### src/rtl/imem_loader.sv
// imem_loader: writer side of the instruction-memory interface.
// Assembles a little-endian byte stream into 32-bit words, writes them to
// consecutive word addresses from BASE_ADDR, and holds the core in reset
// until the image is complete.
// Optional: IMEM_LOADER_CHECKSUM_EN appends a trailing checksum word that
// must equal the modulo-2^32 sum of the data words before the core is released.
module imem_loader #(
  parameter logic [31:0] BASE_ADDR   = 32'h0000_0000,
  parameter int          DEPTH_WORDS = 256
) (
  input  logic        i_clock,
  input  logic        i_reset,
  input  logic        i_start,
  input  logic [15:0] i_word_count,
  input  logic        i_byte_valid,
  input  logic [7:0]  i_byte_data,
  output logic        o_byte_ready,
  output logic        o_imem_we,
  output logic [31:0] o_imem_addr,
  output logic [31:0] o_imem_wdata,
  output logic        o_core_reset,
  output logic        o_busy,
  output logic        o_done,
  output logic        o_error
);

  typedef enum logic [2:0] {
    S_IDLE    = 3'd0,
    S_COLLECT = 3'd1,
    S_WRITE   = 3'd2,
`ifdef IMEM_LOADER_CHECKSUM_EN
    S_CHECK   = 3'd3,
`endif
    S_DONE    = 3'd4,
    S_ERROR   = 3'd5
  } state_t;

  // One bit wider than the word count so the capacity compare is exact.
  localparam logic [16:0] DEPTH_L = 17'(DEPTH_WORDS);

  state_t      r_state, w_state_nxt;
  logic [15:0] r_wcount;
  logic [15:0] r_idx;
  logic [1:0]  r_bcnt;
  logic [31:0] r_addr;
  logic [31:0] r_wdata;
`ifdef IMEM_LOADER_CHECKSUM_EN
  logic [31:0] r_sum;
  logic [31:0] r_chk;
  logic [31:0] w_chk_word;
`endif

  logic        w_start_ok;
  logic        w_xfer;
  logic        w_last_byte;
  logic        w_too_big;
  logic [15:0] w_idx_inc;

  // start is only honoured when no load is running
  assign w_start_ok  = i_start &&
                       (r_state == S_IDLE || r_state == S_DONE || r_state == S_ERROR);
  assign w_xfer      = i_byte_valid && o_byte_ready;
  assign w_last_byte = (r_bcnt == 2'd3);
  assign w_too_big   = ({1'b0, i_word_count} > DEPTH_L);
  assign w_idx_inc   = r_idx + 16'd1;
`ifdef IMEM_LOADER_CHECKSUM_EN
  // full checksum word as it stands on the 4th checksum byte
  assign w_chk_word  = {i_byte_data, r_chk[23:0]};
`endif

  // state register
  always_ff @(posedge i_clock) begin
    if (i_reset) r_state <= S_IDLE;
    else         r_state <= w_state_nxt;
  end

  // next-state logic and state-decoded outputs
  always_comb begin
    w_state_nxt  = r_state;
    o_byte_ready = 1'b0;
    o_imem_we    = 1'b0;
    o_busy       = 1'b0;
    o_done       = 1'b0;
    o_error      = 1'b0;
    o_core_reset = 1'b1;
    case (r_state)
      S_IDLE, S_DONE, S_ERROR: begin
        o_done       = (r_state == S_DONE);
        o_error      = (r_state == S_ERROR);
        o_core_reset = (r_state != S_DONE);
        if (w_start_ok) begin
          if (i_word_count == 16'd0) begin
`ifdef IMEM_LOADER_CHECKSUM_EN
            w_state_nxt = S_CHECK;
`else
            w_state_nxt = S_DONE;
`endif
          end else if (w_too_big) begin
            w_state_nxt = S_ERROR;
          end else begin
            w_state_nxt = S_COLLECT;
          end
        end
      end
      S_COLLECT: begin
        o_byte_ready = 1'b1;
        o_busy       = 1'b1;
        if (w_xfer && w_last_byte) w_state_nxt = S_WRITE;
      end
      S_WRITE: begin
        o_imem_we = 1'b1;
        o_busy    = 1'b1;
        if (w_idx_inc == r_wcount) begin
`ifdef IMEM_LOADER_CHECKSUM_EN
          w_state_nxt = S_CHECK;
`else
          w_state_nxt = S_DONE;
`endif
        end else begin
          w_state_nxt = S_COLLECT;
        end
      end
`ifdef IMEM_LOADER_CHECKSUM_EN
      S_CHECK: begin
        o_byte_ready = 1'b1;
        o_busy       = 1'b1;
        if (w_xfer && w_last_byte)
          w_state_nxt = (w_chk_word == r_sum) ? S_DONE : S_ERROR;
      end
`endif
      default: w_state_nxt = S_IDLE;
    endcase
  end

  // datapath: word assembly, address/index tracking, checksum accumulation
  always_ff @(posedge i_clock) begin
    if (i_reset) begin
      r_wcount <= '0;
      r_idx    <= '0;
      r_bcnt   <= '0;
      r_addr   <= BASE_ADDR;
      r_wdata  <= '0;
`ifdef IMEM_LOADER_CHECKSUM_EN
      r_sum    <= '0;
      r_chk    <= '0;
`endif
    end else begin
      if (w_start_ok) begin
        r_wcount <= i_word_count;
        r_idx    <= '0;
        r_bcnt   <= '0;
        r_addr   <= BASE_ADDR;
`ifdef IMEM_LOADER_CHECKSUM_EN
        r_sum    <= '0;
`endif
      end
      // byte counter wraps to 0 after the 4th byte, so each word starts clean
      if (w_xfer) begin
        r_bcnt <= r_bcnt + 2'd1;
        if (r_state == S_COLLECT) r_wdata[{r_bcnt, 3'b000} +: 8] <= i_byte_data;
`ifdef IMEM_LOADER_CHECKSUM_EN
        else                      r_chk[{r_bcnt, 3'b000} +: 8]   <= i_byte_data;
`endif
      end
      if (r_state == S_WRITE) begin
        r_idx  <= w_idx_inc;
        r_addr <= r_addr + 32'd4;
`ifdef IMEM_LOADER_CHECKSUM_EN
        r_sum  <= r_sum + r_wdata;
`endif
      end
    end
  end

  assign o_imem_addr  = r_addr;
  assign o_imem_wdata = r_wdata;

endmodule
### config.mk
export PLATFORM = sky130hd
export DESIGN_NAME = imem_loader
export DESIGN_NICKNAME = d
export VERILOG_FILES = /design/src/rtl/imem_loader.sv
export SDC_FILE = /design/constraint.sdc
export NUM_CORES = 1
export LEC_CHECK = 0
export ABC_AREA = 0
export BUFFER_PORTS_ARGS = -buffer_cell sky130_fd_sc_hd__buf_2
export CAP_MARGIN = 25
export CORE_AREA = 10 10 104 106
export DETAILED_ROUTE_END_ITERATION = 10
export DIE_AREA = 0 0 114 116
export PLACE_DENSITY = 0.81
export REMOVE_ABC_BUFFERS = 1
export SLEW_MARGIN = 20
export SYNTH_ARGS = -nofsm -noshare
export SYNTH_HDL_FRONTEND = slang
export SYNTH_SLANG_ARGS = --single-unit
### constraint.sdc
create_clock -name i_clock -period 3.75 [get_ports i_clock]
set_input_delay 0.375 -clock i_clock [delete_from_list [all_inputs] [get_ports i_clock]]
set_output_delay 0.375 -clock i_clock [all_outputs]
set_load 0.005 [all_outputs]
# == After elaboration in Yosys (flattened, before gate mapping) ==
# Cells that the tools add are included.
# op_classes
shifts,2
n_eq_ne,9
reduce_logical,13
add_sub_neg,4
n_lt_le_gt_ge,1
muxes,19
# ops
cell,n
$mux W32,2
$add A32 B3 Y32 const B,1
$bwmux W32,1
$mux W16,2
$shift A8 B7 Y32 const A,1
$shiftx A8 B7 Y32,1
$add A16 B1 Y16 const B,1
$eq A16 B16 Y1,1
$gt A16 B9 Y1 const B,1
$logic_not A16 Y1,1
$mux W3,5
$pmux W3 S3,1
$neg A5 Y7,1
$eq A3 B3 Y1 const B,2
$mux W1,6
$mux W2,2
$ne A2 B2 Y1 const B,2
$reduce_and A2 Y1,2
$reduce_bool A2 Y1,2
$eq A3 B1 Y1 const B,1
$eq A3 B2 Y1 const B,1
$logic_and A1 B1 Y1,3
$logic_not A3 Y1,1
$ne A3 B3 Y1 const B,1
5 further kinds,6
# word_totals
regBits,101
in_bits,28
word_cells,54

# == Longest topological paths before layout ==
# Gate-level depths: netlist (run 1).
# logic_depth
depth_word,6
ltp_mapped,10
ltp_nobuf,8

# == Least setup slack after synthesis (run 1) ==
# OpenSTA, ideal clock, no wires.
# synth_path
kind,reg-to-reg
from,register r_idx[0]
to,register r_state[2]
required_time_ns,3.625
path_stages_with_launch,9
path_buffers,1
period_less_slack_ns,2.164
arrival_ns,2.039
slack_ns,1.586
cell_sequence,dfxtp_1 -> ha_1 -> nand3_2 -> or3_1 -> buf_2 -> or4_1 -> nand4_1 -> nor4b_2 -> o2bb2ai_1
# synth_between
elab_chain_cells,4
# synth_rtl
item,line,text
start: declaration,43,logic [15:0] r_idx;
start signal: assignment,166,r_idx <= w_idx_inc;
$add A16 B1 Y16,65,assign w_idx_inc = r_idx + 16'd1;
$eq A16 B16 Y1,113,if (w_idx_inc == r_wcount) begin
$mux W3,113,
$pmux W3 S3,86,case (r_state)
end signal: assignment,74,else r_state <= w_state_nxt;
end: declaration,41,"state_t r_state, w_state_nxt;"
# Every way passes these cells.
# A chain may end at the register's enable or synchronous reset.

# == Final worst setup path (run 1) ==
# layout_path
from,register r_idx[0]
to,register r_state[0]
# Same word-level chain as after synthesis.

==> flow_metrics.py, run 1 <==
metrics = {
    "status": {
        "status": "finished clean",
    },
    "die": {
        "die-area_um2": 13200,
        "die_w_um": 114,
        "start_util_pct": 56.0,
        "core-area_um2": 8680,
        "ios": 98,
        "rows": 34,
        "die_y_um": 116,
    },
    "cts": {
        "hold_buffers": 0,
        "cts_max_path_buffers": 2,
        "cts_buffers": 9,
        "postCtsSetupBuffers": 0,
        "cts.htree.levels": 3,
        "cts_tree": "yes",
        "clock_latency_ns": 0.38,
        "clk_pin_slew_worst_paths_ns": 0.10,
        "clkSinkCount": 99,
        "postCtsResizedCells": 0,
        "root_buffer": "clkbuf_8",
    },
    "setup_path": {
        "cp-end-kind": "register",
        "crit_arrival_ns": 2.78,
        "worstPathRequired_ns": 3.97,
        "path_class": "register to register",
        "cp_max_fo": 7,
        "start_kind": "register",
    },
    "worst_hold_path": {
        "hold_path_class": "input port to register",
    },
    "finish": {
        "fin_util_pct": 63.9,
        "insertedDiodeCount": 0,
        "area_delta_synth_final_pct": 14.2,
        "drive_gt1_share_pct": 19.9,
        "nets": 717,
    },
    "yosys": {
        "avgSynthCellArea_um2": 8.00,
        "dominantRegCellSynth": "dfxtp_1",
        "ys_types": 62,
        "synth_top_area_share_pct": 40.8,
        "yosysMostFrequentCell": "dfxtp_1",
        "synthCells": 607,
        "ys_warn_count": 0,
        "synth-seq-cells": 99,
        "yosys.area.top_type": "dfxtp_1",
        "synth_edf_count": 0,
        "synthTopCellsByArea": "dfxtp_1, nand2_1, a21oi_1, nand3_1, nor2_1",
        "synth_seq_area_share_pct": 40.8,
        "synthTopCellsByCount": "dfxtp_1, nand2_1, a21oi_1",
        "async_flop_share_pct": 0,
        "netlist_area_um2": 4860,
    },
    "global_routing": {
        "grt.total_usage_pct": 19.3,
        "grt_pass1_wl_mm": 21.2,
        "grt_overflow": 0,
        "grt_max_degree": 54,
        "grt_pass1_vias": 4405,
        "grt_antenna_before_repair": 0,
    },
    "timing": {
        "min_period_over_period_pct": 68.1,
        "tightest_slew_ns": 0.973,
        "slew_headroom_pct": 35.1,
        "worst_hold_slack_ns": 0.241,
        "setup_violations": 0,
        "finalMaxSlewViolations": 0,
        "hold_viol": 0,
        "rsz0062_at_grt": "false",
        "finClkSkew_ns": 0.0118,
        "fin_tns_setup_ns": 0,
        "max_freq_ghz": 0.392,
        "min_period_ns": 2.55,
    },
    "route": {
        "vias": 4690,
        "vias_per_cell": 5.90,
        "ant_nets": 0,
        "drc": 0,
        "dr.pass1.iters": 5,
        "wire_per_inst_um": 16.5,
        "drt_iter0_markers": 336,
        "wl_mm": 13.1,
    },
    "placement": {
        "routabilityCongestion": 1.01,
        "numPortBuffers": 95,
        "place_hpwl_mm": 9.55,
    },
    "power_and_ir_drop": {
        "vdd_drop_max_uv": 253,
        "power.density_nw_per_um2": 347,
        "p_total_w": 0.00192,
        "p_leak_nw": 2.17,
    },
    "job": {
        "cap_violations": 0,
    },
}
-- kinds of logic (layout without fill, tap and decap cells) --
| group | count (synthesis) | in the layout | synth area share, % |
|---|---|---|---|
| buffers and inverters | 45 | 124 | 3.97 |
| XOR/XNOR | 25 | 25 | 4.79 |
| multiplexers | 12 | 12 | 2.86 |
| AO/OA/AOI/OAI | 125 | 125 | 15.6 |
| other | 1 | 2 | 0.0772 |
| adder cells (fa/ha/maj) | 7 | 7 | 1.80 |
| AND/OR/NAND/NOR | 293 | 293 | 30.2 |
| flip-flops | 99 | 99 | 40.8 |
-- per-layer routing --
metal	up-vias	share of wire (%)	GRT usage, %
li1	2290	-	-
met1	2197	41	22.0
met2	172	49	32.6
met3	31	7.9	6.77
met4	0	2.4	7.10
met5	-	0	0
-- path summary, 6_finish.rpt --
kind | depth (start not counted) | slack, ns | endpoint | start
setup / recovery | 7 | 1.20 | r_state[0] | r_idx[0]
hold / removal | 3 | 0.24 | r_wcount[7] | i_word_count[7]
setup reg to reg | 7 | 1.20 | r_state[0] | r_idx[0]
hold reg to reg | 2 | 0.46 | o_imem_wdata[17] | o_imem_wdata[17]
-- cell type report --
type,instances,area [µm²]
clock buffers,9,124
clock inverters,7,75.1
fillers,756,3130
inverters,8,30.0
multi-input cells,464,2690
flip-flops and latches,99,1980
well taps,108,135
repair buffers,100,513
-- registers in the layout, indices dropped and copies added (netlist names) --
name / cells
o_imem_wdata: 32
r_state: 3
o_imem_addr: 30
r_wcount: 16
r_idx: 16
r_bcnt: 2
-- cells in the final DEF, fill, tap and decap left out, drive strengths merged, types with 10 or more instances in the layout --
cell type    n
xor2        10
dfxtp       99
inv         10
xnor2       14
nor2        60
nand3       51
nand2       97
o21ai       13
and3        13
nand2b      11
a21oi       67
nor3        12
buf        100
a22oi       10
-- worst max-delay path: stages (launching register included) --
cell	delay, ns
dfxtp_1	0.47
ha_1	0.33
nand3_2	0.19
or3_1	0.51
nor3_1	0.22
o2111ai_1	0.14
nor4b_2	0.43
o22ai_1	0.12
-- power by group --
group,internal [W],switching [W]
clock,0.000261,0.000420
sequential,0.00107,0.0000164
combinational,0.0000558,0.000103
-- per-stage QoR --
stage	area (µm²)	instances	setup WS, ns
after floorplan	4700	571	1.29
after global placement	5350	779	1.37
after detailed placement	5350	779	1.28
after CTS	5550	795	1.27
after global routing	5550	795	1.06
final	5550	795	1.20
(Power assumes the default switching activity.)
==> run 2, diff against run 1 <==
--- a/config.mk
+++ b/config.mk
@@ -8,10 +8,10 @@
 export ABC_AREA = 0
 export BUFFER_PORTS_ARGS = -buffer_cell sky130_fd_sc_hd__buf_2
 export CAP_MARGIN = 25
-export CORE_AREA = 10 10 104 106
+export CORE_AREA = 10 10 110 112
 export DETAILED_ROUTE_END_ITERATION = 10
-export DIE_AREA = 0 0 114 116
-export PLACE_DENSITY = 0.81
+export DIE_AREA = 0 0 120 122
+export PLACE_DENSITY = 0.75
 export REMOVE_ABC_BUFFERS = 1
 export SLEW_MARGIN = 20
 export SYNTH_ARGS = -nofsm -noshare
==> constraint.sdc (replaced) <==
create_clock -name i_clock -period 2.1 [get_ports i_clock]
set_input_delay 0.21 -clock i_clock [delete_from_list [all_inputs] [get_ports i_clock]]
set_output_delay 0.21 -clock i_clock [all_outputs]
set_load 0.005 [all_outputs]
==> flow_metrics.py, run 2 (synthesized netlist as in run 1, its figures left out) <==
metrics = {
    "setup_path": {
        "timing.rr.end": "r_state[0]",
        "cp-end-kind": "register",
        "critPathSlowestCell": "or4_4",
        "max_stage_delay_ns": 0.57,
        "ff2ff_setup_slack_ns": 0.07,
        "cp_max_fo": 5,
        "worstReg2RegStart": "r_idx[0]",
        "worstPathRequired_ns": 2.34,
        "reg2regPathDepth": 6,
        "path_class": "register to register",
        "worstPathCellList": "nand4_1, or4_4, mux2_4, o221ai_2, nor4b_4, o22ai_1",
        "crit_arrival_ns": 2.27,
        "start_kind": "register",
    },
    "die": {
        "core-area_um2": 10000,
        "die_y_um": 122,
        "die-area_um2": 14600,
        "die_w_um": 120,
        "start_util_pct": 48.4,
        "rows": 37,
        "ios": 98,
    },
    "timing": {
        "fin_ws_ns": 0.0670,
        "tightest_slew_ns": 0.649,
        "max_freq_ghz": 0.492,
        "finalMaxSlewViolations": 0,
        "finClkSkew_ns": 0.0120,
        "setup_violations": 0,
        "slew_headroom_pct": 56.6,
        "worst_hold_slack_ns": 0.0873,
        "min_period_over_period_pct": 96.8,
        "rsz0062_at_grt": "true",
        "hold_viol": 0,
        "min_period_ns": 2.03,
        "fin_tns_setup_ns": 0,
    },
    "placement": {
        "routabilityCongestion": 0.982,
        "place_hpwl_mm": 10.4,
        "numPortBuffers": 95,
        "post-place-ws_ns": -0.0450,
    },
    "finish": {
        "largest_reg_flops": 32,
        "mostFrequentLayoutCells": "nand2_1, buf_2, dfxtp_1, a21oi_1, nor2_1",
        "drive_gt1_share_pct": 27.0,
        "n_fill_cell": 905,
        "area_delta_synth_final_pct": 24.5,
        "nets": 760,
        "insertedDiodeCount": 0,
    },
    "route": {
        "vias_per_cell": 5.59,
        "wl_mm": 14.2,
        "drt_iter0_markers": 336,
        "vias": 4842,
        "dr.pass1.iters": 5,
        "wire_per_inst_um": 16.5,
        "ant_nets": 0,
        "drc": 0,
    },
    "status": {
        "status": "finished clean",
    },
    "cts": {
        "cts_tree": "yes",
        "cts.htree.levels": 3,
        "clkSinkCount": 99,
        "clock_latency_ns": 0.36,
        "root_buffer": "clkbuf_8",
        "cts_max_path_buffers": 2,
        "cts_buffers": 9,
        "hold_buffers": 0,
        "clk_pin_slew_worst_paths_ns": 0.10,
    },
    "global_routing": {
        "grt.total_usage_pct": 18.9,
        "grt_pass1_vias": 4673,
        "grt_overflow": 0,
        "grt_max_degree": 34,
        "grt_pass1_wl_mm": 23.0,
        "grt_antenna_before_repair": 0,
    },
    "power_and_ir_drop": {
        "power.density_nw_per_um2": 602,
        "p_total_w": 0.00364,
        "p_leak_nw": 2.46,
        "vdd_drop_max_uv": 492,
    },
    "worst_hold_path": {
        "min_path_cells": 3,
        "min_to": "r_wcount[3]",
        "hp-start": "i_word_count[3]",
        "hold_path_class": "input port to register",
    },
    "job": {
        "cap_violations": 0,
    },
}
## run 2: cell count changes in the layout (fill, tap and decap cells not counted), moves of 2 or more
cell,previous run,this run
buf_4,5,46
dfxtp_1,99,95
dfxtp_2,0,3
buf_6,0,2
bufinv_16,0,2
clkinv_8,2,0
nand2_1,97,95
nand2_2,0,2
or4_1,4,2
or4_4,0,2
## run 2: worst max-delay path by stage
stage / from / to / slack, ns / depth (start not counted)
floorplan: r_state[1] / o_imem_addr[30] / -0.36 / 8
global route: r_idx[0] / r_state[0] / -0.08 / 6
global placement: r_idx[0] / r_state[0] / 0.04 / 8
CTS: r_idx[1] / r_state[0] / 0.006 / 6
detailed placement: r_idx[0] / r_state[0] / -0.05 / 6
finish: r_idx[0] / r_state[0] / 0.07 / 6
## run 2: where the power goes
group / total (W) / switching, W / internal (W) / leakage, nW
combinational: 0.000328 / 0.000205 / 0.000123 / 1.54
clock: 0.00138 / 0.000678 / 0.000707 / 0.117
sequential: 0.00193 / 0.0000233 / 0.00190 / 0.803
## run 2: timing repair
item                                    CTS  global route
pin swaps                                 3             9
setup buffers                             0             3
gates resized for setup                   2            25
gates cloned                              0             0
endpoints found under the setup margin    2            28
## run 2: stage by stage
| step | instance area (µm²) | instances | util [%] |
|---|---|---|---|
| global route | 6050 | 866 | 60.2 |
| floorplan | 4700 | 571 | - |
| finish | 6050 | 866 | 60.2 |
| global placement | 5680 | 847 | 56.6 |
| CTS | 5910 | 863 | 58.9 |
| detailed placement | 5680 | 847 | 56.6 |
## run 2: layout make-up
type                            instances  area (µm²)  area share, %
Clock inverter                          6        87.6           1.45
Multi-Input combinational cell        464        2790           46.1
Clock buffer                           10         138           2.28
Sequential cell                        99        1990           32.9
Timing Repair Buffer                  143         843           13.9
Inverter                                8        30.0          0.497
Tap cell                              136         170           2.81
## run 2: critical path: cells and delay by family (launching register included)
family	cells	cell delay, ns
multiplexers	1	0.22
AO/OA/AOI/OAI	2	0.21
AND/OR/NAND/NOR	3	1.10
flip-flops	1	0.38
## run 2: metal layers
layer / vias to the layer above / GRT usage, % / wire length, µm
met2: 183 / 31.3 / 6580
met4: 0 / 7.32 / 363
met3: 30 / 6.01 / 1240
met5: - / 0 / 0
li1: 2372 / - / -
met1: 2257 / 22.5 / 6070
==> run 3, diff against run 2 <==
--- a/config.mk
+++ b/config.mk
@@ -5,13 +5,13 @@
 export SDC_FILE = /design/constraint.sdc
 export NUM_CORES = 1
 export LEC_CHECK = 0
-export ABC_AREA = 0
+export ABC_AREA = 1
 export BUFFER_PORTS_ARGS = -buffer_cell sky130_fd_sc_hd__buf_2
 export CAP_MARGIN = 25
-export CORE_AREA = 10 10 110 112
+export CORE_AREA = 10 10 113 115
 export DETAILED_ROUTE_END_ITERATION = 10
-export DIE_AREA = 0 0 120 122
-export PLACE_DENSITY = 0.75
+export DIE_AREA = 0 0 123 125
+export PLACE_DENSITY = 0.74
 export REMOVE_ABC_BUFFERS = 1
 export SLEW_MARGIN = 20
 export SYNTH_ARGS = -nofsm -noshare
==> flow_metrics.py, run 3 <==
metrics = {
    "global_routing": {
        "grt_max_degree": 62,
        "grt_overflow": 0,
        "grt_pass1_wl_mm": 23.6,
        "grt_pass1_vias": 4900,
        "grt_antenna_before_repair": 1,
        "grt.total_usage_pct": 18.5,
    },
    "route": {
        "wl_mm": 14.3,
        "vias_per_cell": 5.24,
        "drt_iter0_markers": 424,
        "drc": 0,
        "ant_nets": 0,
        "wire_per_inst_um": 14.0,
        "vias": 5346,
        "dr.pass1.iters": 7,
    },
    "power_and_ir_drop": {
        "p_total_w": 0.00369,
        "p_leak_nw": 2.47,
        "vdd_drop_max_uv": 439,
        "power.density_nw_per_um2": 608,
    },
    "die": {
        "die-area_um2": 15400,
        "core-area_um2": 10600,
        "rows": 38,
        "die_w_um": 123,
        "start_util_pct": 48.2,
        "ios": 98,
        "die_y_um": 125,
    },
    "placement": {
        "placed_cell_area_um2": 5800,
        "numPortBuffers": 95,
        "place_hpwl_mm": 10.6,
        "routabilityCongestion": 0.894,
    },
    "yosys": {
        "synthTopCellsByCount": "nand2_1, dfxtp_1, a21oi_1",
        "avgSynthCellArea_um2": 6.61,
        "synth_edf_count": 0,
        "ys_types": 42,
        "netlist_area_um2": 5110,
        "synth_top_area_share_pct": 38.8,
        "synthTopCellsByArea": "dfxtp_1, nand2_1, a21oi_1, nand3_1, nor2_1",
        "synthCells": 773,
        "ys_warn_count": 0,
        "synth-seq-cells": 99,
        "yosysMostFrequentCell": "nand2_1",
        "async_flop_share_pct": 0,
        "synth_seq_area_share_pct": 38.8,
        "yosys.area.top_type": "dfxtp_1",
        "dominantRegCellSynth": "dfxtp_1",
    },
    "timing": {
        "worst_hold_slack_ns": 0.0585,
        "finalMaxSlewViolations": 0,
        "finClkSkew_ns": 0.0122,
        "min_period_ns": 1.95,
        "max_freq_ghz": 0.513,
        "rsz0062_at_grt": "true",
        "fin_tns_setup_ns": 0,
        "setup_violations": 0,
        "hold_viol": 0,
        "slew_headroom_pct": 53.4,
        "tightest_slew_ns": 0.700,
        "min_period_over_period_pct": 92.9,
    },
    "finish": {
        "seq_area_um2": 1990,
        "multi_input_comb_area_um2": 2810,
        "drive_gt1_share_pct": 19.8,
        "nets": 909,
        "largest_reg_flops": 32,
        "final_common_cell": "nand2_1",
        "area_delta_synth_final_pct": 18.8,
        "fin_area_um2": 6070,
        "fin_util_pct": 57.2,
        "n_fill_cell": 1072,
        "mostFrequentLayoutCells": "nand2_1, buf_2, dfxtp_1, a21oi_1",
    },
    "cts": {
        "clk_pin_slew_worst_paths_ns": 0.11,
        "root_buffer": "clkbuf_8",
        "clock_latency_ns": 0.40,
        "hold_buffers": 0,
        "clkSinkCount": 99,
        "cts.htree.levels": 3,
        "cts_buffers": 9,
        "cts_tree": "yes",
        "cts_max_path_buffers": 2,
    },
    "setup_path": {
        "cp_max_fo": 5,
        "cp-end-kind": "register",
        "worstPathRequired_ns": 2.41,
        "crit_arrival_ns": 2.26,
        "path_class": "register to register",
        "start_kind": "register",
    },
    "job": {
        "cap_violations": 0,
    },
    "worst_hold_path": {
        "hold_path_class": "input port to register",
    },
    "status": {
        "status": "finished clean",
    },
}
[run 3: cell count changes after synthesis, moves of 12 or more]
cell | previous run | this run
and3_1 | 12 | 0
nand2_1 | 97 | 211
nand3_1 | 46 | 73
a21oi_1 | 66 | 86
o21ai_0 | 13 | 32
xnor2_1 | 14 | 2
nor2_1 | 58 | 81
inv_1 | 7 | 60
[run 3: layer usage]
metal  track usage [%]  vias up  share of wire (%)
li1                  -     2758                  -
met1              22.7     2430                 44
met2              30.4      137                 49
met3              5.90       21                6.0
met4              5.21        0                1.6
met5                 0        -                  0
[run 3: power by group]
group          leakage, nW  total (W)  internal (W)  switching, W
registers            0.805    0.00198       0.00193     0.0000417
clock network       0.0973    0.00123      0.000463      0.000766
logic                 1.56   0.000484      0.000173      0.000311
total                 2.47    0.00369       0.00257       0.00112
[run 3: final timing paths]
kind / from / endpoint / slack, ns / depth (start not counted)
setup reg to reg: o_imem_addr[2] / o_imem_addr[24] / 0.15 / 13
setup / recovery: o_imem_addr[2] / o_imem_addr[24] / 0.15 / 13
hold / removal: i_word_count[10] / r_wcount[10] / 0.06 / 3
hold reg to reg: o_imem_wdata[17] / o_imem_wdata[17] / 0.47 / 2
[run 3: worst max-delay path, stage by stage (launching register included)]
cell     delay [ns]
dfxtp_1        0.36
ha_1           0.18
nand2_1        0.07
inv_2          0.07
nand3_2        0.11
nor2_2         0.14
nand3_2        0.13
nor3_4         0.15
and2_2         0.21
nand3_1        0.12
nor2_2         0.14
nand3_1        0.08
nand2_1        0.07
nor2_1         0.04
[run 3: final cells by class]
class,count,area share (%)
Antenna cell,1,0.0412
Clock buffer,9,2.04
Clock inverter,7,1.22
Inverter,71,4.39
Multi-Input combinational cell,578,46.3
Sequential cell,99,32.8
Tap cell,140,2.89
Timing Repair Buffer,115,10.3
[run 3: stage by stage]
stage | std cells | setup slack, ns
finish | 1020 | 0.149
detailed placement | 1003 | 0.0252
floorplan | 748 | -0.307
CTS | 1019 | 0.0118
global route | 1019 | -0.0394
global placement | 1003 | 0.0472
[run 3: kinds of logic (layout without fill, tap and decap cells)]
family | Yosys count | in the layout | synth area share [%]
and+or+nand+nor | 423 | 423 | 36.0
AOI/OAI and AO/OA | 138 | 138 | 14.3
DFF | 99 | 99 | 38.8
buffers and inverters | 97 | 202 | 7.40
xor gates and xnor gates | 8 | 8 | 1.64
adders and majority gates | 7 | 7 | 1.71
other | 1 | 3 | 0.0734
[run 3: what timing repair did]
action,4_1_cts,5_1_grt
resized for setup,0,23
setup buffers,0,0
setup endpoints to repair,0,24
